**config.mk**
```make
export PLATFORM = sky130hd
export DESIGN_NAME = rom_burst_arbiter
export DESIGN_NICKNAME = d
export VERILOG_FILES = /design/src/rtl/rom_burst_arbiter.sv
export SDC_FILE = /design/constraint.sdc
export NUM_CORES = 1
export LEC_CHECK = 0
export CAP_MARGIN = 0
export CORE_UTILIZATION = 45
export CTS_CLUSTER_DIAMETER = 120
export DETAILED_ROUTE_END_ITERATION = 16
export PLACE_DENSITY = 0.95
export SYNTH_ARGS = -nofsm -noshare
export SYNTH_HDL_FRONTEND = slang
export SYNTH_SLANG_ARGS = --single-unit
```
**constraint.sdc**
```tcl
create_clock -name clk -period 3.15 [get_ports clk]
set_input_delay 0.63 -clock clk [delete_from_list [all_inputs] [get_ports clk]]
set_output_delay 0.63 -clock clk [all_outputs]
set_load 0.1 [all_outputs]
```
**src/rtl/rom_burst_arbiter.sv**
```systemverilog
// rom_burst_arbiter
// Shares one asynchronous-read ROM between two burst requesters.
// Each requester presents a descriptor (start address, word count minus 1).
// One burst is granted at a time with round-robin priority. The ROM words
// are streamed over a single valid/ready channel that carries the owner ID
// and a last-word flag.
//
// Ports:
//   clk, rst                        clock, synchronous active-high reset
//   req0_valid/ready/addr/len       requester 0 descriptor handshake
//   req1_valid/ready/addr/len       requester 1 descriptor handshake
//   rom_addr, rom_q                 ROM address out, combinational data in
//   out_valid/ready/data/id/last    output word stream
module rom_burst_arbiter #(
  parameter int DWIDTH = 8,
  parameter int AWIDTH = 8
) (
  input  logic              clk,
  input  logic              rst,
  input  logic              req0_valid,
  output logic              req0_ready,
  input  logic [AWIDTH-1:0] req0_addr,
  input  logic [AWIDTH-1:0] req0_len,
  input  logic              req1_valid,
  output logic              req1_ready,
  input  logic [AWIDTH-1:0] req1_addr,
  input  logic [AWIDTH-1:0] req1_len,
  output logic [AWIDTH-1:0] rom_addr,
  input  logic [DWIDTH-1:0] rom_q,
  output logic              out_valid,
  input  logic              out_ready,
  output logic [DWIDTH-1:0] out_data,
  output logic              out_id,
  output logic              out_last
);

  localparam logic [0:0] ST_IDLE   = 1'b0;
  localparam logic [0:0] ST_STREAM = 1'b1;

  logic [0:0]        state_r;
  logic [AWIDTH-1:0] cur_addr_r;
  logic [AWIDTH-1:0] remaining_r;
  logic              cur_id_r;
  logic              last_grant_r;

  logic              idle_s;
  logic              stream_s;
  logic              grant_s;
  logic              hs_s;
  logic              last_word_s;

  // State decode; outputs are suppressed during reset so an abandoned
  // burst never shows another word or a last flag.
  always_comb begin
    idle_s      = 1'b0;
    stream_s    = 1'b0;
    if (rst) begin
      idle_s   = 1'b0;
      stream_s = 1'b0;
    end else begin
      idle_s   = (state_r == ST_IDLE);
      stream_s = (state_r == ST_STREAM);
    end
    last_word_s = (remaining_r == {AWIDTH{1'b0}});
  end

  // Round-robin selection: a lone valid requester wins, otherwise the
  // requester that was not granted last time. With nobody valid, ready is
  // parked on the requester that would win the next tie.
  always_comb begin
    grant_s = ~last_grant_r;
    if (req0_valid && !req1_valid) begin
      grant_s = 1'b0;
    end else if (!req0_valid && req1_valid) begin
      grant_s = 1'b1;
    end else begin
      grant_s = ~last_grant_r;
    end
  end

  // Descriptor handshake with the selected requester.
  always_comb begin
    hs_s = 1'b0;
    if (idle_s) begin
      hs_s = grant_s ? req1_valid : req0_valid;
    end else begin
      hs_s = 1'b0;
    end
  end

  assign req0_ready = idle_s && (grant_s == 1'b0);
  assign req1_ready = idle_s && (grant_s == 1'b1);

  assign rom_addr  = cur_addr_r;
  assign out_valid = stream_s;
  assign out_data  = rom_q;
  assign out_id    = cur_id_r;
  assign out_last  = stream_s && last_word_s;

  // Burst FSM and descriptor registers.
  always_ff @(posedge clk) begin
    if (rst) begin
      state_r      <= ST_IDLE;
      cur_addr_r   <= {AWIDTH{1'b0}};
      remaining_r  <= {AWIDTH{1'b0}};
      cur_id_r     <= 1'b0;
      last_grant_r <= 1'b1;
    end else begin
      case (state_r)
        ST_IDLE: begin
          if (hs_s) begin
            cur_addr_r   <= grant_s ? req1_addr : req0_addr;
            remaining_r  <= grant_s ? req1_len  : req0_len;
            cur_id_r     <= grant_s;
            last_grant_r <= grant_s;
            state_r      <= ST_STREAM;
          end
        end
        ST_STREAM: begin
          if (out_ready) begin
            if (last_word_s) begin
              state_r <= ST_IDLE;
            end else begin
              // Address wraps naturally modulo 2^AWIDTH.
              cur_addr_r  <= cur_addr_r + {{(AWIDTH-1){1'b0}}, 1'b1};
              remaining_r <= remaining_r - {{(AWIDTH-1){1'b0}}, 1'b1};
            end
          end
        end
        default: begin
          state_r <= ST_IDLE;
        end
      endcase
    end
  end

endmodule

```
After elaboration in Yosys (flattened, before gate mapping) --
Cells that the tools add are included.
Storage, ports and cells: bits in latches 0, ROM bits 0, memories kept 0, word-level logic and storage cells 43, input port bits 45, memory bits (writable) 0, flip-flop bits (word level) 19
Cells by class: bitwise logic cells 3, add/subtract/negate cells 2, multiplexer cells 20, equality and inequality tests 3, divide/modulo/power cells 0, shifts and indexed selects 0, magnitude comparators 0, reduce and logical (&&, ||, !) cells 10, $mul 0
Operators with widths (count):
- $mux 8 | 8
- $pmux 8 s2 | 2
- $mux 1 | 9
- $add 8x1->8 const B | 1
- $logic_not 8->1 | 1
- $sub 8x1->8 const B | 1
- $ne 2x2->1 const B | 3
- $logic_and 1x1->1 | 5
- $not 1->1 | 3
- $reduce_and 3->1 | 1
- $logic_not 1->1 | 2
- $pmux 1 s2 | 1
- $reduce_and 2->1 | 1

Longest topological paths before layout --
Gate-level depths: netlist of run 1.
depth after elaboration 8, mapped depth 8, gate-level depth less buffers 7

Least setup slack after synthesis of run 1 --
No wires, ideal clock.
path type in2out, start point input req1_valid, end point output req0_ready, arrival 3111 ps, cell stages on the path 4, slack -591 ps, path buffers 1, required time 2520 ps, cell sequence and2b_4 a21oi_4 buf_6 nor3_1
On the way: word-level cells in the longest chain between the ends 5
RTL lines:
- start: declaration | RTL line 24 | input logic req1_valid,
- $logic_and 1x1->1 / $logic_not 1->1 (equally long branches) | RTL line 74, 72
- $mux 1 / $logic_and 1x1->1 (equally long branches) | RTL line 74, 72
- $mux 1 (*) | RTL line 72 | if (req0_valid && !req1_valid) begin
- $not 1->1 (*) | RTL line 91 | assign req0_ready = idle_s && (grant_s == 1'b0);
- $logic_and 1x1->1 (*) | RTL line 91
- end: declaration | RTL line 21 | output logic req0_ready,
Mark *: on every way between the ends. The rest lies on a longest branch, timed or not.

Final worst setup path of run 1 --
start point input req0_valid, end point output req1_ready
On the way: word-level cells in the longest chain between the ends 5
RTL lines:
- start: declaration | RTL line 20 | input logic req0_valid,
- $logic_not 1->1 | RTL line 74 | end else if (!req0_valid && req1_valid) begin
- $logic_and 1x1->1 | RTL line 74
- $mux 1 | RTL line 74
- $mux 1 (*) | RTL line 72
- $logic_and 1x1->1 (*) | RTL line 92 | assign req1_ready = idle_s && (grant_s == 1'b1);
- end: declaration | RTL line 25 | output logic req1_ready,
Marked as above.

==> impl_metrics.json, run 1 <==
{
  "status": "finished, final reports clean",
  "first_iter_violations": 78,
  "ys_async_sr_fraction": 0,
  "grt_setup_unrepaired": "false",
  "synth_compound_gate_area_share": 0.268,
  "finalWorstPathRequiredPeriod_ns": 2.78,
  "grt_residual_overflow": 0,
  "power-per-cell-area_nw_per_um2": 473,
  "cts.repair_timing.setup_buffer_count": 0,
  "synthTopCellsByCount": "sky130_fd_sc_hd__dfxtp_1 (19), sky130_fd_sc_hd__nor2_1 (15), sky130_fd_sc_hd__a21oi_1 (14), sky130_fd_sc_hd__nand2_1 (14), sky130_fd_sc_hd__nor3_1 (11)",
  "placedCellCount": 260,
  "tritoncts": "done",
  "floorplan_row_count": 20,
  "layout-area-overhead-vs-synth_pct": 32.2,
  "critPathKind": "in2out",
  "worstSetupEndpointType": "primary output",
  "cts_made_buffers": 3,
  "clk_latency_ns": 0.30,
  "grt_first_pass_wirelength_um": 6200,
  "synth.ff_latch_count": 19,
  "p_sw_frac": 0.449,
  "synth_sequential_area_ratio": 0.253,
  "synth_top_cell_by_area": "sky130_fd_sc_hd__dfxtp_1",
  "via_count": 1505,
  "synthTopCellsByArea": "sky130_fd_sc_hd__dfxtp_1 (25%), sky130_fd_sc_hd__a21oi_1 (4.7%), sky130_fd_sc_hd__buf_4 (4.5%)",
  "start_kind": "input port",
  "synth_top_family_by_area": "compound AO/OA/AOI/OAI gates",
  "multiplexer_share_of_the_synthesized_area": 0.0623,
  "timing.hold.worst.class": "reg2reg",
  "seqPwrFrac": 0.334,
  "worst-slew-pin-transition_ns": 0.570,
  "critPathCapture": "req1_ready",
  "cp_data_arrival_time_ns": 2.15,
  "fin_tns_setup_ns": 0,
  "synthMostInstantiatedCell": "sky130_fd_sc_hd__dfxtp_1",
  "dp_hpwl_um": 2890,
  "drt_pre_antenna_iters": 4,
  "synth_cell_types": 60,
  "power_mw": 0.941,
  "crit_path_start": "req0_valid",
  "grt_start_max_net_pins": 33,
  "routed_wl_um": 3840,
  "final_core_util": 0.641,
  "floorplan.core_area_um2": 3100,
  "first_global_vias": 1396,
  "hold_vio_cnt_final": 0,
  "start_util": 0.485,
  "post_synth_design_cell_area_um2": 1510,
  "simple_gate_portion_of_the_synthesized_area": 0.262,
  "critical_path.max_fanout": 8,
  "drt.antenna.violating_nets": 0,
  "route.detailed.wl_per_inst_um": 14.6,
  "finish.net_count": 269,
  "syn-num-nets": 228,
  "mapped_avg_cell_area_um2": 8.36,
  "die_width_um": 59.8,
  "clk_pin_slew_worst_paths_ns": 0.11,
  "io_buffer_count": 49,
  "slew_violations": 0,
  "ctsRootBufferMaster": "sky130_fd_sc_hd__clkbuf_4",
  "top_reg_cell_synth": "sky130_fd_sc_hd__dfxtp_1",
  "post_cts.resized_instances": 0,
  "netlist_instances": 180,
  "via_per_inst": 5.70,
  "power.clock.fraction": 0.132,
  "netlist.area_leader.share": 0.253,
  "fin_crit_sh": 0.881,
  "preCtsSetupSlack_ns": 0.396,
  "io-pin-count": 66,
  "gp_congestion": 0.770,
  "floorplan.die_area_um2": 3580,
  "regToRegSetupSlack_ns": 1.12,
  "r2r_cells": 8,
  "finalClockSkew_ns": 0.00314,
  "synth_fa_ha_area_frac": 0.0249,
  "n_antenna_cell": 0,
  "synth-edff-count": 0,
  "chipHeight_um": 59.8,
  "power_report.internal_total_mw": 0.519,
  "setup_slack_ns": 0.374,
  "setup_violations": 0,
  "layout_cells_sized_above_1": 0.209,
  "static-leakage-power_nw": 0.758,
  "numClockSinks": 19,
  "post_route_drc": 0,
  "combPwrFrac": 0.534,
  "drv_cap": 0,
  "yosys_warnings": 0,
  "timing.rr.start": "remaining_r[0]",
  "finish.cell_count_without_fillers": 264,
  "synth_xor_area_frac": 0.0116,
  "worst_max_slew_margin_expressed_relative_to_the_limit": 0.619,
  "htreeDepth": 1,
  "max_freq_ghz": 0.360,
  "power_switching_mw": 0.422,
  "worst_ir_drop_vdd_uv": 304,
  "cts_hold_repair.buffers": 0,
  "antenna_found_initial": 0,
  "grt.total_usage": 0.228,
  "r2r-end": "remaining_r[5]",
  "worstPathRequired_ns": 2.52,
  "number_of_buffers_on_the_longest_clock_path": 2
}
per-stage QoR:
stage	cell area, um^2	hold slack [ns]
floorplan	1520	0.480
global route	1990	0.532
CTS	1990	0.496
detailed placement	1960	0.481
global placement	1960	0.457
finish	1990	0.489
worst min path at each step:
stage | cells past startpoint | from | end
2_1_floorplan | 2 | remaining_r[6] | remaining_r[6]
6_report | 2 | rom_addr[7] | rom_addr[7]
4_1_cts | 2 | rom_addr[7] | rom_addr[7]
3_3_place_gp | 2 | rom_addr[7] | rom_addr[7]
3_5_place_dp | 2 | rom_addr[7] | rom_addr[7]
5_1_grt | 2 | rom_addr[7] | rom_addr[7]
layout by cell type, fill, tap and decap left out, drive strengths merged, types with 4 or more instances in the layout:
cell | netlist | routed
clkdlybuf4s50 | 0 | 36
dfxtp | 19 | 19
buf | 12 | 18
nor2 | 17 | 17
nand2 | 16 | 16
a21oi | 15 | 15
nor3 | 12 | 12
o21ai | 9 | 9
inv | 6 | 6
mux2i | 6 | 6
or3 | 4 | 4
o22ai | 4 | 4
nand3 | 4 | 4
nand2b | 4 | 4
clkbuf | 6 | 4
critical path, stage by stage:
cell and delay [ns]:
sky130_fd_sc_hd__clkdlybuf4s50_1 0.53, sky130_fd_sc_hd__nand2b_2 0.27, sky130_fd_sc_hd__a21o_2 0.29, sky130_fd_sc_hd__nor3_2 0.21
sky130_fd_sc_hd__buf_12 0.21
registers in the layout (all words and copies together) (netlist names):
name and flops:
remaining_r 8, rom_addr 8, last_grant_r 1, out_id 1, state_r 1
cells by family after synthesis:
| group | after synthesis |
|---|---|
| adder cells (fa/ha/maj) | 3 |
| multiplexers | 9 |
| AND/OR/NAND/NOR | 69 |
| buffers and inverters | 24 |
| flip-flops | 19 |
| XOR/XNOR | 2 |
| AO/OA/AOI/OAI | 54 |
layout make-up:
class	count	area, um^2
Tap cell	44	55.1
Fill cell	275	1110
Sequential cell	19	380
Timing Repair Buffer	54	546
Multi-Input combinational cell	137	960
Clock buffer	4	26.3
Inverter	6	22.5
power groups by stage:
stage	Clock (mW)	Sequential, mW	Combinational, mW
after detailed placement	0	0.319	0.499
final	0.125	0.314	0.503
after global placement	0	0.316	0.491
after global routing	0.141	0.319	0.537
after floorplan	0	0.406	0.335
after CTS	0.127	0.314	0.502
per-layer routing:
| layer | up-vias | global-route usage | share of wire |
|---|---|---|---|
| met5 | - | 0 | 0 |
| met4 | 0 | 0.0365 | 0.0060 |
| met3 | 4 | 0.0433 | 0.065 |
| met2 | 64 | 0.403 | 0.50 |
| met1 | 702 | 0.289 | 0.43 |
| li1 | 735 | - | - |
Power figures use the tool's default switching activity.
==> run 2, diff against run 1 <==
SLEW_MARGIN = 10   (was unset)
==> results of run 2 <==
No change in the layout: final DEF, timing and power equal those of run 1.
==> run 3, diff against run 2 <==
CTS_CLUSTER_DIAMETER = 80   (was 120)
==> results of run 3 <==
No change in the layout: final DEF, timing and power equal those of run 1.
